$ cat src/rtl/fetch_mem_arbiter_if.sv
// Bundles the fetch, data and shared-RAM signals of the instruction/data memory arbiter.
// Latency: none; wires only.
// Backpressure: freeze_if / freeze_mem flow from the arbiter (slave) back to the stages (master).
interface fetch_mem_arbiter_if;
  logic        if_req;
  logic [31:0] if_addr;
  logic        flush;
  logic [31:0] if_instr;
  logic        if_ready;
  logic        mem_rd_en;
  logic        mem_wr_en;
  logic [31:0] mem_addr;
  logic [31:0] mem_wdata;
  logic [31:0] mem_rdata;
  logic        mem_ready;
  logic        freeze_if;
  logic        freeze_mem;
  logic        ram_en;
  logic        ram_we;
  logic [29:0] ram_addr;
  logic [31:0] ram_wdata;
  logic [31:0] ram_rdata;

  modport slave (
    input  if_req, if_addr, flush, mem_rd_en, mem_wr_en, mem_addr, mem_wdata, ram_rdata,
    output if_instr, if_ready, mem_rdata, mem_ready, freeze_if, freeze_mem,
           ram_en, ram_we, ram_addr, ram_wdata
  );

  modport master (
    output if_req, if_addr, flush, mem_rd_en, mem_wr_en, mem_addr, mem_wdata, ram_rdata,
    input  if_instr, if_ready, mem_rdata, mem_ready, freeze_if, freeze_mem,
           ram_en, ram_we, ram_addr, ram_wdata
  );
endinterface

$ cat src/rtl/fetch_mem_arbiter.sv
// Arbitrates one shared RAM port between the fetch stage and the data stage.
// Latency: grant in IDLE at t, RAM busy t+1..t+ACCESS_CYCLES, ready pulse at t+ACCESS_CYCLES+1.
// Backpressure: freeze_if / freeze_mem stall each requester until its ready pulse.
module fetch_mem_arbiter #(
  parameter int ACCESS_CYCLES = 2
) (
  input logic                clk,
  input logic                rst,
  fetch_mem_arbiter_if.slave bus
);
  typedef enum logic [1:0] {IDLE, IF_ACC, MEM_ACC} state_t;

  localparam logic [3:0] CNT_INIT = 4'(ACCESS_CYCLES - 1);

  state_t      state;
  state_t      state_nxt;
  logic [3:0]  cnt;
  logic [29:0] addr_q;
  logic [31:0] wdata_q;
  logic        we_q;
  logic        last_mem;        // 1: last grant went to the data stage
  logic        flush_pending;
  logic [31:0] if_instr_q;
  logic [31:0] mem_rdata_q;
  logic        if_ready_q;
  logic        mem_ready_q;
  logic        if_elig;
  logic        mem_elig;
  logic        grant_if;
  logic        grant_mem;
  logic        done;
  logic        access;
  logic        fetch_cancel;

  // A requester whose ready is pulsing this cycle has just been served, so it is not re-granted.
  assign if_elig      = bus.if_req & ~if_ready_q & ~bus.flush;
  assign mem_elig     = (bus.mem_rd_en | bus.mem_wr_en) & ~mem_ready_q;
  assign fetch_cancel = flush_pending | bus.flush;
  assign access       = (state != IDLE);

  // Next state: alternate on contention, return to IDLE once the counter has run out.
  always_comb begin
    state_nxt = state;
    grant_if  = 1'b0;
    grant_mem = 1'b0;
    done      = 1'b0;
    case (state)
      IDLE: begin
        if (if_elig && (!mem_elig || last_mem)) begin
          grant_if  = 1'b1;
          state_nxt = IF_ACC;
        end else if (mem_elig) begin
          grant_mem = 1'b1;
          state_nxt = MEM_ACC;
        end
      end
      IF_ACC, MEM_ACC: begin
        if (cnt == 4'd0) begin
          done      = 1'b1;
          state_nxt = IDLE;
        end
      end
      default: state_nxt = IDLE;
    endcase
  end

  // State register.
  always_ff @(posedge clk or posedge rst) begin
    if (rst) state <= IDLE;
    else     state <= state_nxt;
  end

  // Latch the granted request and count down the access; inputs are ignored while busy.
  always_ff @(posedge clk or posedge rst) begin
    if (rst) begin
      cnt           <= 4'd0;
      addr_q        <= '0;
      wdata_q       <= '0;
      we_q          <= 1'b0;
      last_mem      <= 1'b0;
      flush_pending <= 1'b0;
    end else begin
      if (grant_if) begin
        addr_q   <= bus.if_addr[31:2];
        wdata_q  <= '0;
        we_q     <= 1'b0;
        cnt      <= CNT_INIT;
        last_mem <= 1'b0;
      end else if (grant_mem) begin
        addr_q   <= bus.mem_addr[31:2];
        wdata_q  <= bus.mem_wdata;
        we_q     <= bus.mem_wr_en;  // read+write together counts as a store
        cnt      <= CNT_INIT;
        last_mem <= 1'b1;
      end else if (access && cnt != 4'd0) begin
        cnt <= cnt - 4'd1;
      end
      if (done)                              flush_pending <= 1'b0;
      else if (state == IF_ACC && bus.flush) flush_pending <= 1'b1;
    end
  end

  // Capture read data on the last access cycle and pulse the matching ready one cycle later.
  always_ff @(posedge clk or posedge rst) begin
    if (rst) begin
      if_instr_q  <= '0;
      mem_rdata_q <= '0;
      if_ready_q  <= 1'b0;
      mem_ready_q <= 1'b0;
    end else begin
      if_ready_q  <= 1'b0;
      mem_ready_q <= 1'b0;
      if (done && state == IF_ACC && !fetch_cancel) begin
        if_instr_q <= bus.ram_rdata;
        if_ready_q <= 1'b1;
      end
      if (done && state == MEM_ACC) begin
        mem_ready_q <= 1'b1;
        if (!we_q) mem_rdata_q <= bus.ram_rdata;
      end
    end
  end

  assign bus.if_instr   = if_instr_q;
  assign bus.if_ready   = if_ready_q;
  assign bus.mem_rdata  = mem_rdata_q;
  assign bus.mem_ready  = mem_ready_q;
  assign bus.freeze_if  = bus.if_req & ~if_ready_q;
  assign bus.freeze_mem = (bus.mem_rd_en | bus.mem_wr_en) & ~mem_ready_q;
  assign bus.ram_en     = access;
  assign bus.ram_we     = (state == MEM_ACC) & we_q;
  assign bus.ram_addr   = access ? addr_q : '0;
  assign bus.ram_wdata  = access ? wdata_q : '0;
endmodule

$ cat src/flat_wrapper.sv
// flat-port wrapper written by rule: the top's interface ports become plain ports
module fetch_mem_arbiter_flat 
#(
  parameter int ACCESS_CYCLES = 2
)
  (clk, rst, bus_if_req, bus_if_addr, bus_flush, bus_mem_rd_en, bus_mem_wr_en, bus_mem_addr, bus_mem_wdata, bus_ram_rdata, bus_if_instr, bus_if_ready, bus_mem_rdata, bus_mem_ready, bus_freeze_if, bus_freeze_mem, bus_ram_en, bus_ram_we, bus_ram_addr, bus_ram_wdata);
  fetch_mem_arbiter_if bus_i ();
  input logic clk;
  input logic rst;
  input wire logic [$bits(bus_i.if_req)-1:0] bus_if_req;
  input wire logic [$bits(bus_i.if_addr)-1:0] bus_if_addr;
  input wire logic [$bits(bus_i.flush)-1:0] bus_flush;
  input wire logic [$bits(bus_i.mem_rd_en)-1:0] bus_mem_rd_en;
  input wire logic [$bits(bus_i.mem_wr_en)-1:0] bus_mem_wr_en;
  input wire logic [$bits(bus_i.mem_addr)-1:0] bus_mem_addr;
  input wire logic [$bits(bus_i.mem_wdata)-1:0] bus_mem_wdata;
  input wire logic [$bits(bus_i.ram_rdata)-1:0] bus_ram_rdata;
  output wire logic [$bits(bus_i.if_instr)-1:0] bus_if_instr;
  output wire logic [$bits(bus_i.if_ready)-1:0] bus_if_ready;
  output wire logic [$bits(bus_i.mem_rdata)-1:0] bus_mem_rdata;
  output wire logic [$bits(bus_i.mem_ready)-1:0] bus_mem_ready;
  output wire logic [$bits(bus_i.freeze_if)-1:0] bus_freeze_if;
  output wire logic [$bits(bus_i.freeze_mem)-1:0] bus_freeze_mem;
  output wire logic [$bits(bus_i.ram_en)-1:0] bus_ram_en;
  output wire logic [$bits(bus_i.ram_we)-1:0] bus_ram_we;
  output wire logic [$bits(bus_i.ram_addr)-1:0] bus_ram_addr;
  output wire logic [$bits(bus_i.ram_wdata)-1:0] bus_ram_wdata;
  assign bus_i.if_req = bus_if_req;
  assign bus_i.if_addr = bus_if_addr;
  assign bus_i.flush = bus_flush;
  assign bus_i.mem_rd_en = bus_mem_rd_en;
  assign bus_i.mem_wr_en = bus_mem_wr_en;
  assign bus_i.mem_addr = bus_mem_addr;
  assign bus_i.mem_wdata = bus_mem_wdata;
  assign bus_i.ram_rdata = bus_ram_rdata;
  assign bus_if_instr = bus_i.if_instr;
  assign bus_if_ready = bus_i.if_ready;
  assign bus_mem_rdata = bus_i.mem_rdata;
  assign bus_mem_ready = bus_i.mem_ready;
  assign bus_freeze_if = bus_i.freeze_if;
  assign bus_freeze_mem = bus_i.freeze_mem;
  assign bus_ram_en = bus_i.ram_en;
  assign bus_ram_we = bus_i.ram_we;
  assign bus_ram_addr = bus_i.ram_addr;
  assign bus_ram_wdata = bus_i.ram_wdata;
  fetch_mem_arbiter #(.ACCESS_CYCLES(ACCESS_CYCLES)) u_core (.clk(clk), .rst(rst), .bus(bus_i));
endmodule
$ cat config.mk
export PLATFORM = sky130hd
export DESIGN_NAME = fetch_mem_arbiter_flat
export DESIGN_NICKNAME = d
export VERILOG_FILES = /design/src/rtl/fetch_mem_arbiter_if.sv /design/src/rtl/fetch_mem_arbiter.sv /design/src/flat_wrapper.sv
export SDC_FILE = /design/constraint.sdc
export NUM_CORES = 1
export LEC_CHECK = 0
export ABC_CLOCK_PERIOD_IN_PS = 4800
export BUFFER_PORTS_ARGS = -buffer_cell sky130_fd_sc_hd__buf_2
export CORE_MARGIN = 1
export CORE_UTILIZATION = 47
export DETAILED_ROUTE_END_ITERATION = 6
export HOLD_SLACK_MARGIN = 0.1
export PLACE_DENSITY = 0.8
export SETUP_SLACK_MARGIN = 0.5
export SYNTH_ARGS = -nofsm -noshare
export SYNTH_HDL_FRONTEND = slang
export SYNTH_SLANG_ARGS = --single-unit
$ cat constraint.sdc
create_clock -name clk -period 4.8 [get_ports clk]
set_input_delay 0 -clock clk [delete_from_list [all_inputs] [get_ports clk]]
set_output_delay 0 -clock clk [all_outputs]
set_load 0.005 [all_outputs]
==> out/metrics.yaml, run 1 <==
critPathMaxFanout: 32
drv_cap: 0
fin_crit_sh: 0.5714
grt_pass1_wl_um: 26620
cpPeakStageDelay_ns: 0.62
p_per_area_nw_per_um2: 580.2
reg2reg_setup_slack_ns: 2.06
power_mw: 5.405
drtIter0Drc: 233
syn_nets: 605
mappedNetlistArea_um2: 6016
rows: 40
grt_pass1_vias: 5417
end_kind: "flop"
peakVddDrop_uv: 430.9
clock_path_buffers: 2
ys_seq_area_frac: 0.5699
finClkSkew_ns: 0.008284
die_y_um: 115.1
synth_cells: 466
hold_viol: 0
vias: 5120
routedWlPerCell_um: 16.52
crit_family: "buffers and inverters"
vias_per_cell: 4.966
antenna_found_initial: 0
overflow: 0
setup_violations: 0
critPathBufInv: 3
pin_count: 266
totalWireLength_um: 17030
clock-sinks: 137
cp_cell_sequence: "inv_1 -> ha_2 -> o311ai_4 -> buf_4 -> mux2i_1 -> dlygate4sd3_1 -> o21ai_0"
min_delay_worst_endpoint: "u_core.cnt[3]"
drv_slew: 0
final_core_util: 0.7598
clk-insertion-delay-late_ns: 0.42
die-area_um2: 13260
max-slew-margin-rel: 0.2231
start_kind: "flop"
mostFrequentLayoutCells: "buf_2, dfrtp_1, dlygate4sd3_1"
gp_congestion: 0.7348
htreeDepth: 4
path_class: "reg2reg"
worst_pin_slew_ns: 1.165
clkTransAtPathRegs_ns: 0.06
dr.pass1.iters: 5
period_minus_slack_ns: 2.743
r2r_end: "u_core.addr_q[20]"
layout.nets: 988
dp_hpwl_um: 9718
core_area_um2: 12260
critPathSlowestCell: "dlygate4sd3_1"
timing.rr.start: "u_core.state[0]"
ys_ff_latch: 137
yosys_warnings: 0
start_util: 0.4906
grt_max_degree: 94
post_synth.cell_area_avg_um2: 12.91
tritoncts: "yes"
drive_above_1_share: 0.4292
cts_resized: 0
hp-start: "bus_mem_rd_en"
fmax_mhz: 364.6
status: "finished, final reports clean"
ant_nets: 0
hold_path.class: "in2reg"
hold_slack_ns: 0.1663
cts-root-buf: "clkbuf_16"
cp.arrival_ns: 3.00
p_leak_nw: 4.957
synth_cell_types: 33
final.setup.tns_ns: 0
drc: 0
numCtsBuffers: 17
rsz0062_at_grt: "no"
cp_data_required_time_ns: 5.06
grt_usage: 0.2651
whs_path_depth: 5
reg2reg_depth: 7
syn_to_final_growth_pct: 54.87
die_w_um: 115.1
io_buffers: 261
final_common_cell: "buf_2"
[kinds of logic (layout without fill, tap and decap cells)]
| group | count (synthesis) | count (layout) | synth area share |
|---|---|---|---|
| AOI/OAI and AO/OA | 79 | 79 | 0.09381 |
| xor gates and xnor gates | 1 | 1 | 0.001456 |
| adders and majority gates | 5 | 5 | 0.01040 |
| buffers and inverters | 37 | 433 | 0.03224 |
| DFF | 137 | 137 | 0.5699 |
| muxes | 94 | 94 | 0.1884 |
| other | 0 | 1 | 0 |
| and+or+nand+nor | 113 | 113 | 0.1038 |
[cell type report]
cell class	instances	area, µm²
sequential	137	3428
fill	755	2945
timing repair buffer	394	2623
multi-input combinational	292	2420
clock buffer	19	432.9
tap	168	210.2
clock inverter	13	168.9
inverter	7	31.28
antenna	1	2.502
[worst min-delay path: stages]
cell and delay, ns:
buf_2 0.09, o21ba_2 0.18, nor3_1 0.12, nand2_1 0.08, o21ai_0 0.07
[per-stage QoR]
step	area, µm²	setup slack (ns)	std cells
global route	9314	1.904	1030
detailed placement	7441	2.205	871
floorplan	6016	1.132	466
global placement	7441	2.301	871
CTS	9314	2.177	1030
finish	9316	2.057	1031
[what timing repair did]
action / in CTS / in global routing
hold buffers: 127 / 0
endpoints found under the hold margin: 216 / 0
buffers inserted: 0 / 0
[registers in the layout, indices dropped and copies added (netlist names)]
name,flops
u_core.flush_pending,1
u_core.bus.mem_ready,1
u_core.last_mem,1
u_core.bus.if_instr,32
u_core.bus.if_ready,1
u_core.we_q,1
u_core.bus.mem_rdata,32
u_core.state,2
u_core.wdata_q,32
u_core.addr_q,30
u_core.cnt,4
[routing by layer]
| layer | vias up | part of all wire | GRT usage | routed length, µm |
|---|---|---|---|---|
| met5 | - | 0 | 0 | 0 |
| met4 | 0 | 0.019 | 0.1022 | 318 |
| met3 | 26 | 0.054 | 0.07064 | 928 |
| met2 | 225 | 0.54 | 0.4839 | 9149 |
| met1 | 2480 | 0.39 | 0.2943 | 6634 |
| li1 | 2389 | - | - | - |
[how the worst max path moves through the flow]
stage / start / end / slack (ns) / depth (start not counted)
3_3_place_gp: u_core.cnt[0] / u_core.bus.mem_rdata[10] / 2.30 / 6
6_report: u_core.state[0] / u_core.addr_q[20] / 2.06 / 7
4_1_cts: u_core.state[0] / u_core.addr_q[26] / 2.18 / 7
5_1_grt: u_core.state[0] / u_core.addr_q[20] / 1.90 / 7
2_1_floorplan: rst / u_core.addr_q[0] / 1.13 / 1
3_5_place_dp: u_core.cnt[0] / u_core.bus.mem_rdata[16] / 2.21 / 6
[cell usage after synthesis, drive strengths merged]
cell / count / area, µm²
dfrtp: 137 / 3428
mux2: 64 / 833.3
nor2b: 64 / 400.4
o21ai: 36 / 180.2
a22o: 33 / 289.0
nand2: 33 / 123.9
mux2i: 30 / 300.3
buf: 17 / 117.6
clkbuf: 13 / 50.04
inv: 7 / 26.28
nor2: 6 / 22.52
ha: 5 / 62.56
a21oi: 4 / 20.02
nand2b: 2 / 12.51
nor3: 2 / 10.01
nor3b: 2 / 31.28
a2111oi: 1 / 27.53
a22oi: 1 / 7.510
and2: 1 / 6.260
and3: 1 / 6.260
nand3: 1 / 5.000
o21a: 1 / 7.510
o21ba: 1 / 10.01
o22ai: 1 / 6.260
o311ai: 1 / 16.27
or3: 1 / 6.260
xnor2: 1 / 8.760
[power by group]
| group | leakage (nW) | total (mW) | internal [mW] | switching, mW |
|---|---|---|---|---|
| clock | 0.281 | 1.33 | 0.822 | 0.505 |
| sequential | 1.71 | 1.99 | 1.70 | 0.297 |
| combinational | 2.96 | 2.08 | 1.13 | 0.959 |
(Power assumes the default switching activity.)
==> run 2, diff against run 1 <==
--- a/config.mk
+++ b/config.mk
@@ -5,7 +5,7 @@
 export SDC_FILE = /design/constraint.sdc
 export NUM_CORES = 1
 export LEC_CHECK = 0
-export ABC_CLOCK_PERIOD_IN_PS = 4800
+export ABC_CLOCK_PERIOD_IN_PS = 2830
 export BUFFER_PORTS_ARGS = -buffer_cell sky130_fd_sc_hd__buf_2
 export CORE_MARGIN = 1
 export CORE_UTILIZATION = 47
==> constraint.sdc (replaced) <==
create_clock -name clk -period 2.83 [get_ports clk]
set_input_delay 0 -clock clk [delete_from_list [all_inputs] [get_ports clk]]
set_output_delay 0 -clock clk [all_outputs]
set_load 0.005 [all_outputs]
==> run 2 against run 1 <==
  * Critical path depth is the same
  * Sequential cell count is the same
  * Largest cell class unchanged
  * Combinational power grew 71%
  * Largest power group unchanged
==> out/metrics.yaml, run 2 (synthesized netlist as in run 1, its figures left out) <==
grt_pass1_vias: 5588  # +3.2%
hold_path.class: "in2reg"
routedWlPerCell_um: 16.87  # +2.1%
drc: 0  # unchanged
antenna_found_initial: 0  # unchanged
r2r_end: "u_core.bus.mem_rdata[1]"
power.switching_mw: 3.045  # +73%
die_w_um: 115.1  # unchanged
start_kind: "flop"
clock_path_buffers: 2  # unchanged
max-slew-margin-rel: 0.5371  # +0.3140
clk-insertion-delay-late_ns: 0.41  # about the same
rsz0062_at_grt: "no"
final_common_cell: "buf_2"
setup.worst_path.end: "u_core.bus.mem_rdata[1]"
die-area_um2: 13260  # unchanged
dp.cells: 875  # +0.46%
finClkSkew_ns: 0.009093  # +0.0008088 ns
cp.arrival_ns: 2.38  # -0.62 ns
multiInputGateArea_um2: 2420  # unchanged
dp_hpwl_um: 10190  # +4.8%
register_area_um2: 3428  # unchanged
htreeDepth: 4  # unchanged
vias: 5236  # +2.3%
drv_slew: 0  # unchanged
grt_pass1_wl_um: 27000  # +1.4%
tritoncts: "yes"
crit_start: "u_core.cnt[0]"
peakVddDrop_uv: 486.8  # +13%
cp_data_required_time_ns: 3.12  # -1.94 ns
syn_to_final_growth_pct: 55.39
clkTransAtPathRegs_ns: 0.06  # about the same
p_leak_nw: 4.968  # +0.21%
grt_max_degree: 78  # -17%
cts_hold_buf: 127  # unchanged
rows: 40  # unchanged
core_area_um2: 12260  # unchanged
final.setup.tns_ns: 0  # unchanged
post_cts_buffers: 0  # unchanged
cts_resized: 0  # unchanged
swShare: 0.3365  # +0.01080
die_y_um: 115.1  # unchanged
drv_cap: 0  # unchanged
reg2reg_setup_slack_ns: 0.74  # -1.32 ns
placed_area_um2: 7507  # +0.89%
cts-root-buf: "clkbuf_16"
numCtsBuffers: 17  # unchanged
overflow: 0  # unchanged
p_comb_frac: 0.392  # +0.006
timing.rr.start: "u_core.cnt[0]"
setup_ws_ns: 0.7407  # -1.317 ns
layout.nets: 992  # +0.40%
end_kind: "flop"
drtIter0Drc: 354  # +52%
fin_crit_sh: 0.7383  # +0.1669
reg2reg_depth: 7  # unchanged
fin_cells: 1034  # +0.29%
period_minus_slack_ns: 2.089  # -0.6535 ns
gp_congestion: 0.7352  # about the same
path_class: "reg2reg"
seqPwrFrac: 0.375  # +0.006
drive_above_1_share: 0.4342  # +0.004946
dr.pass1.iters: 4  # -1
totalWireLength_um: 17450  # +2.4%
dp_slack_ns: 0.7566  # -1.449 ns
io_buffers: 261  # unchanged
vias_per_cell: 5.064  # +2.0%
status: "finished, final reports clean"
nFillCells: 711  # -5.8%
pin_count: 266  # unchanged
diodes: 0  # -1
p_per_area_nw_per_um2: 968.1  # +67%
hold_viol: 0  # unchanged
start_util: 0.4906  # unchanged
ant_nets: 0  # unchanged
clock-sinks: 137  # unchanged
power_frac_clock: 0.233  # -0.012
mostFrequentLayoutCells: "buf_2, dfrtp_1, dlygate4sd3_1"
setup_violations: 0  # unchanged
fmax_mhz: 478.6  # +31%
intPower_mw: 6.004  # +65%
final_area_um2: 9348  # +0.34%
worst_pin_slew_ns: 0.6918  # -0.4737 ns
critPathMaxFanout: 32  # unchanged
grt_usage: 0.2672  # +0.002018
## run 2: worst min path at each step
stage | start | slack [ns] | cells past startpoint | endpoint
after floorplan | bus_if_req | 0.12 | 1 | bus_freeze_if
after global placement | rst | 0.12 | 2 | u_core.wdata_q[4]
after detailed placement | rst | 0.13 | 2 | u_core.wdata_q[8]
after CTS | bus_mem_rd_en | 0.16 | 5 | u_core.cnt[3]
after global routing | bus_mem_rd_en | 0.17 | 5 | u_core.cnt[3]
final | bus_mem_rd_en | 0.18 | 5 | u_core.cnt[3]
## run 2: area by class of cell
| type | instances | share of cell area |
|---|---|---|
| Clock buffer | 17 | 0.04551 |
| Clock inverter | 15 | 0.01539 |
| Inverter | 7 | 0.003212 |
| Multi-Input combinational cell | 292 | 0.2589 |
| Sequential cell | 137 | 0.3668 |
| Tap cell | 168 | 0.02249 |
| Timing Repair Buffer | 398 | 0.2878 |
## run 2: metal layers
layer | vias up | global-route usage | wire length [µm]
li1 | 2396 | - | -
met1 | 2507 | 0.2844 | 6610
met2 | 261 | 0.4755 | 9051
met3 | 72 | 0.06484 | 1018
met4 | 0 | 0.1697 | 766
met5 | - | 0 | 0
## run 2: critical path, stage by stage, from the launching register on
cell and delay (ns):
dfrtp_1 0.37, inv_1 0.13, ha_1 0.18, nor3b_4 0.38, and3_1 0.26, nand2b_2 0.09, buf_12 0.20, mux2_4 0.33
## run 2: power groups by stage
stage,Clock (mW),Combinational (mW),Sequential [mW]
3_3_place_gp,0,3.24,3.31
4_1_cts,2.16,3.51,3.36
2_1_floorplan,0,2.00,3.32
6_report,2.11,3.55,3.39
3_5_place_dp,0,3.35,3.38
5_1_grt,2.25,3.87,3.48
## run 2: through the flow
stage	hold WS, ns	power [mW]	utilization
after floorplan	0.1169	5.324	-
after global placement	0.1233	6.544	0.6122
after detailed placement	0.1285	6.724	0.6122
after CTS	0.1571	9.021	0.7623
after global routing	0.1675	9.594	0.7623
final	0.1810	9.049	0.7623
==> run 3, diff against run 2 <==
--- a/config.mk
+++ b/config.mk
@@ -5,7 +5,7 @@
 export SDC_FILE = /design/constraint.sdc
 export NUM_CORES = 1
 export LEC_CHECK = 0
-export ABC_CLOCK_PERIOD_IN_PS = 2830
+export ABC_CLOCK_PERIOD_IN_PS = 2000
 export BUFFER_PORTS_ARGS = -buffer_cell sky130_fd_sc_hd__buf_2
 export CORE_MARGIN = 1
 export CORE_UTILIZATION = 47
==> constraint.sdc (replaced) <==
create_clock -name clk -period 2 [get_ports clk]
set_input_delay 0 -clock clk [delete_from_list [all_inputs] [get_ports clk]]
set_output_delay 0 -clock clk [all_outputs]
set_load 0.005 [all_outputs]
==> run 3 against run 2 <==
  * Count of clock-buffer cells in the layout up 5
  * Clock skew up 0.0030 ns
  * Worst setup slack worse by 0.57 ns
  * Total power up 80%
  * Sequential cell count unchanged
  * Clock power up 53%
  * Routed wire length up 38%
  * Final cell count up 5.5%
  * Global-route usage up 5.9 points
  * Maximum frequency up 14%
==> out/metrics.yaml, run 3 (synthesized netlist as in run 1, its figures left out) <==
status: "finished, final reports clean"
cts-root-buf: "clkbuf_16"
finClkSkew_ns: 0.01209  # +0.002994 ns
htreeDepth: 4  # unchanged
mostFrequentLayoutCells: "buf_2, dfrtp_1, dlygate4sd3_1"
vias_per_cell: 5.447  # +7.6%
p_per_area_nw_per_um2: 1508  # +56%
dp_slack_ns: 0.1357  # -0.6208 ns
grt_usage: 0.3263  # +0.05919
hold_path.class: "in2reg"
hold_viol: 0  # unchanged
max-slew-margin-rel: 0.6209  # +0.08386
cpPeakStageDelay_ns: 0.39  # about the same
final_common_cell: "buf_2"
worst_pin_slew_ns: 0.5664  # -0.1253 ns
pin_count: 266  # unchanged
numCtsBuffers: 17  # unchanged
die_y_um: 115.1  # unchanged
clock_path_buffers: 2  # unchanged
p_comb_frac: 0.496  # +0.104
intPower_mw: 10.72  # +79%
p_leak_nw: 5.619  # +13%
routedWlPerCell_um: 22.11  # +31%
drive_above_1_share: 0.5201  # +0.08591
end_kind: "flop"
core_area_um2: 12260  # unchanged
gp_congestion: 0.7617  # +3.6%
io_buffers: 261  # unchanged
cp_data_required_time_ns: 2.29  # -0.83 ns
critPathMaxFanout: 16  # -50%
clk-insertion-delay-late_ns: 0.42  # about the same
syn_to_final_growth_pct: 79.31
period_minus_slack_ns: 1.826  # -0.2635 ns
tritoncts: "yes"
grt_pass1_vias: 6236  # +12%
cp.arrival_ns: 2.12  # -0.26 ns
vias: 5943  # +14%
totalWireLength_um: 24120  # +38%
clkTransAtPathRegs_ns: 0.06  # about the same
start_util: 0.4906  # unchanged
path_class: "reg2reg"
power_frac_clock: 0.199  # -0.034
whs_path_depth: 5  # unchanged
seqPwrFrac: 0.306  # -0.069
fin_cells: 1091  # +5.5%
drv_slew: 0  # unchanged
rsz0062_at_grt: "yes"
final.setup.tns_ns: 0  # unchanged
critPathBufInv: 4  # +2
setup_violations: 0  # unchanged
grt_max_degree: 80  # +2.6%
nFillCells: 501  # -30%
drv_cap: 0  # unchanged
fin_crit_sh: 0.9129  # +0.1746
reg2reg_depth: 8  # +1
dr.pass1.iters: 5  # +1
start_kind: "flop"
rows: 40  # unchanged
dp_hpwl_um: 10050  # -1.4%
layout.nets: 1048  # +5.6%
swShare: 0.3409  # +0.004363
antenna_found_initial: 2  # +2
grt_pass1_wl_um: 31820  # +18%
power.switching_mw: 5.544  # +82%
die-area_um2: 13260  # unchanged
dp.cells: 877  # +0.23%
setup_ws_ns: 0.1741  # -0.5665 ns
cp.depth: 8  # +1
fmax_mhz: 547.7  # +14%
overflow: 0  # unchanged
drtIter0Drc: 379  # +7.1%
critPathSlowestCell: "dfrtp_1"
drc: 0  # unchanged
ant_nets: 0  # unchanged
peakVddDrop_uv: 860.7  # +77%
clock-sinks: 137  # unchanged
die_w_um: 115.1  # unchanged
cp_cell_sequence: "inv_2 -> ha_4 -> buf_6 -> buf_8 -> o311ai_4 -> buf_12 -> mux2i_1 -> o21ai_1"
crit_family: "buffers and inverters"
## run 3: changes by cell type in the layout (fill, tap and decap cells not counted), moves of 4 or more
cell        before  now
buf_6            0   16
nor2b_4          0   31
buf_2          261  255
inv_1            6    1
buf_4            7   19
inv_2            0    4
clkbuf_16       17   23
o21ai_0         30   17
o21ai_1          5   17
buf_16           0   15
nor2b_2          0    4
nor2b_1         64   29
clkinvlp_4       7    3
buf_12           3   15
## run 3: power groups by stage
stage | Combinational (mW) | Sequential [mW] | Clock, mW
final | 8.06 | 4.97 | 3.23
after global routing | 8.50 | 5.05 | 3.39
after CTS | 6.62 | 4.78 | 3.25
after detailed placement | 4.84 | 4.78 | 0
after global placement | 4.66 | 4.70 | 0
after floorplan | 2.93 | 4.71 | 0
## run 3: routing by layer
layer	GRT usage	vias to the layer above	wire length (µm)
met2	0.5819	361	12590
met1	0.3548	2963	8735
met5	0	-	0
li1	-	2522	-
met3	0.07222	97	1465
met4	0.1983	0	1329
## run 3: worst register-to-register path: stages, from the launching register on
cell and delay (ns):
dfrtp_1 0.39, inv_2 0.08, ha_4 0.17, buf_6 0.13, buf_8 0.13, o311ai_4 0.13, buf_12 0.25, mux2i_1 0.31
o21ai_1 0.12
## run 3: area by class of cell
cell class	count	area (µm²)	share of cell area
repair buffers	454	3749	0.3475
flip-flops and latches	137	3430	0.3179
multi-input cells	292	2754	0.2553
clock buffers	22	464.2	0.04303
well taps	168	210.2	0.01949
clock inverters	9	140.1	0.01299
inverters	7	35.03	0.003248
diodes	2	5.005	0.0004640
## run 3: worst paths after layout
check | from | end | slack (ns)
max | u_core.state[1] | u_core.addr_q[0] | 0.17
min | bus_mem_rd_en | u_core.cnt[3] | 0.16
max reg2reg | u_core.state[1] | u_core.addr_q[0] | 0.17
min reg2reg | u_core.addr_q[16] | u_core.addr_q[16] | 0.47
max in group asynchronous | rst | u_core.addr_q[19] | 1.35
min in group asynchronous | rst | u_core.wdata_q[5] | 0.26
## run 3: what timing repair did
item                       4_1_cts  5_1_grt
setup endpoints to repair      191      198
resized for setup               50       85
hold buffers                   127        0
setup buffers                   28        5
gates cloned                    15        6
hold endpoints to repair       265        0
pin swaps                        6        9
## run 3: metrics by stage
step | hold WS, ns | total power, mW | area, µm² | util
floorplan | 0.1169 | 7.638 | 6078 | -
global placement | 0.1375 | 9.360 | 7589 | 0.6189
detailed placement | 0.1476 | 9.621 | 7589 | 0.6189
CTS | 0.1329 | 14.65 | 10240 | 0.8350
global route | 0.1813 | 16.94 | 10790 | 0.8797
finish | 0.1642 | 16.26 | 10790 | 0.8797
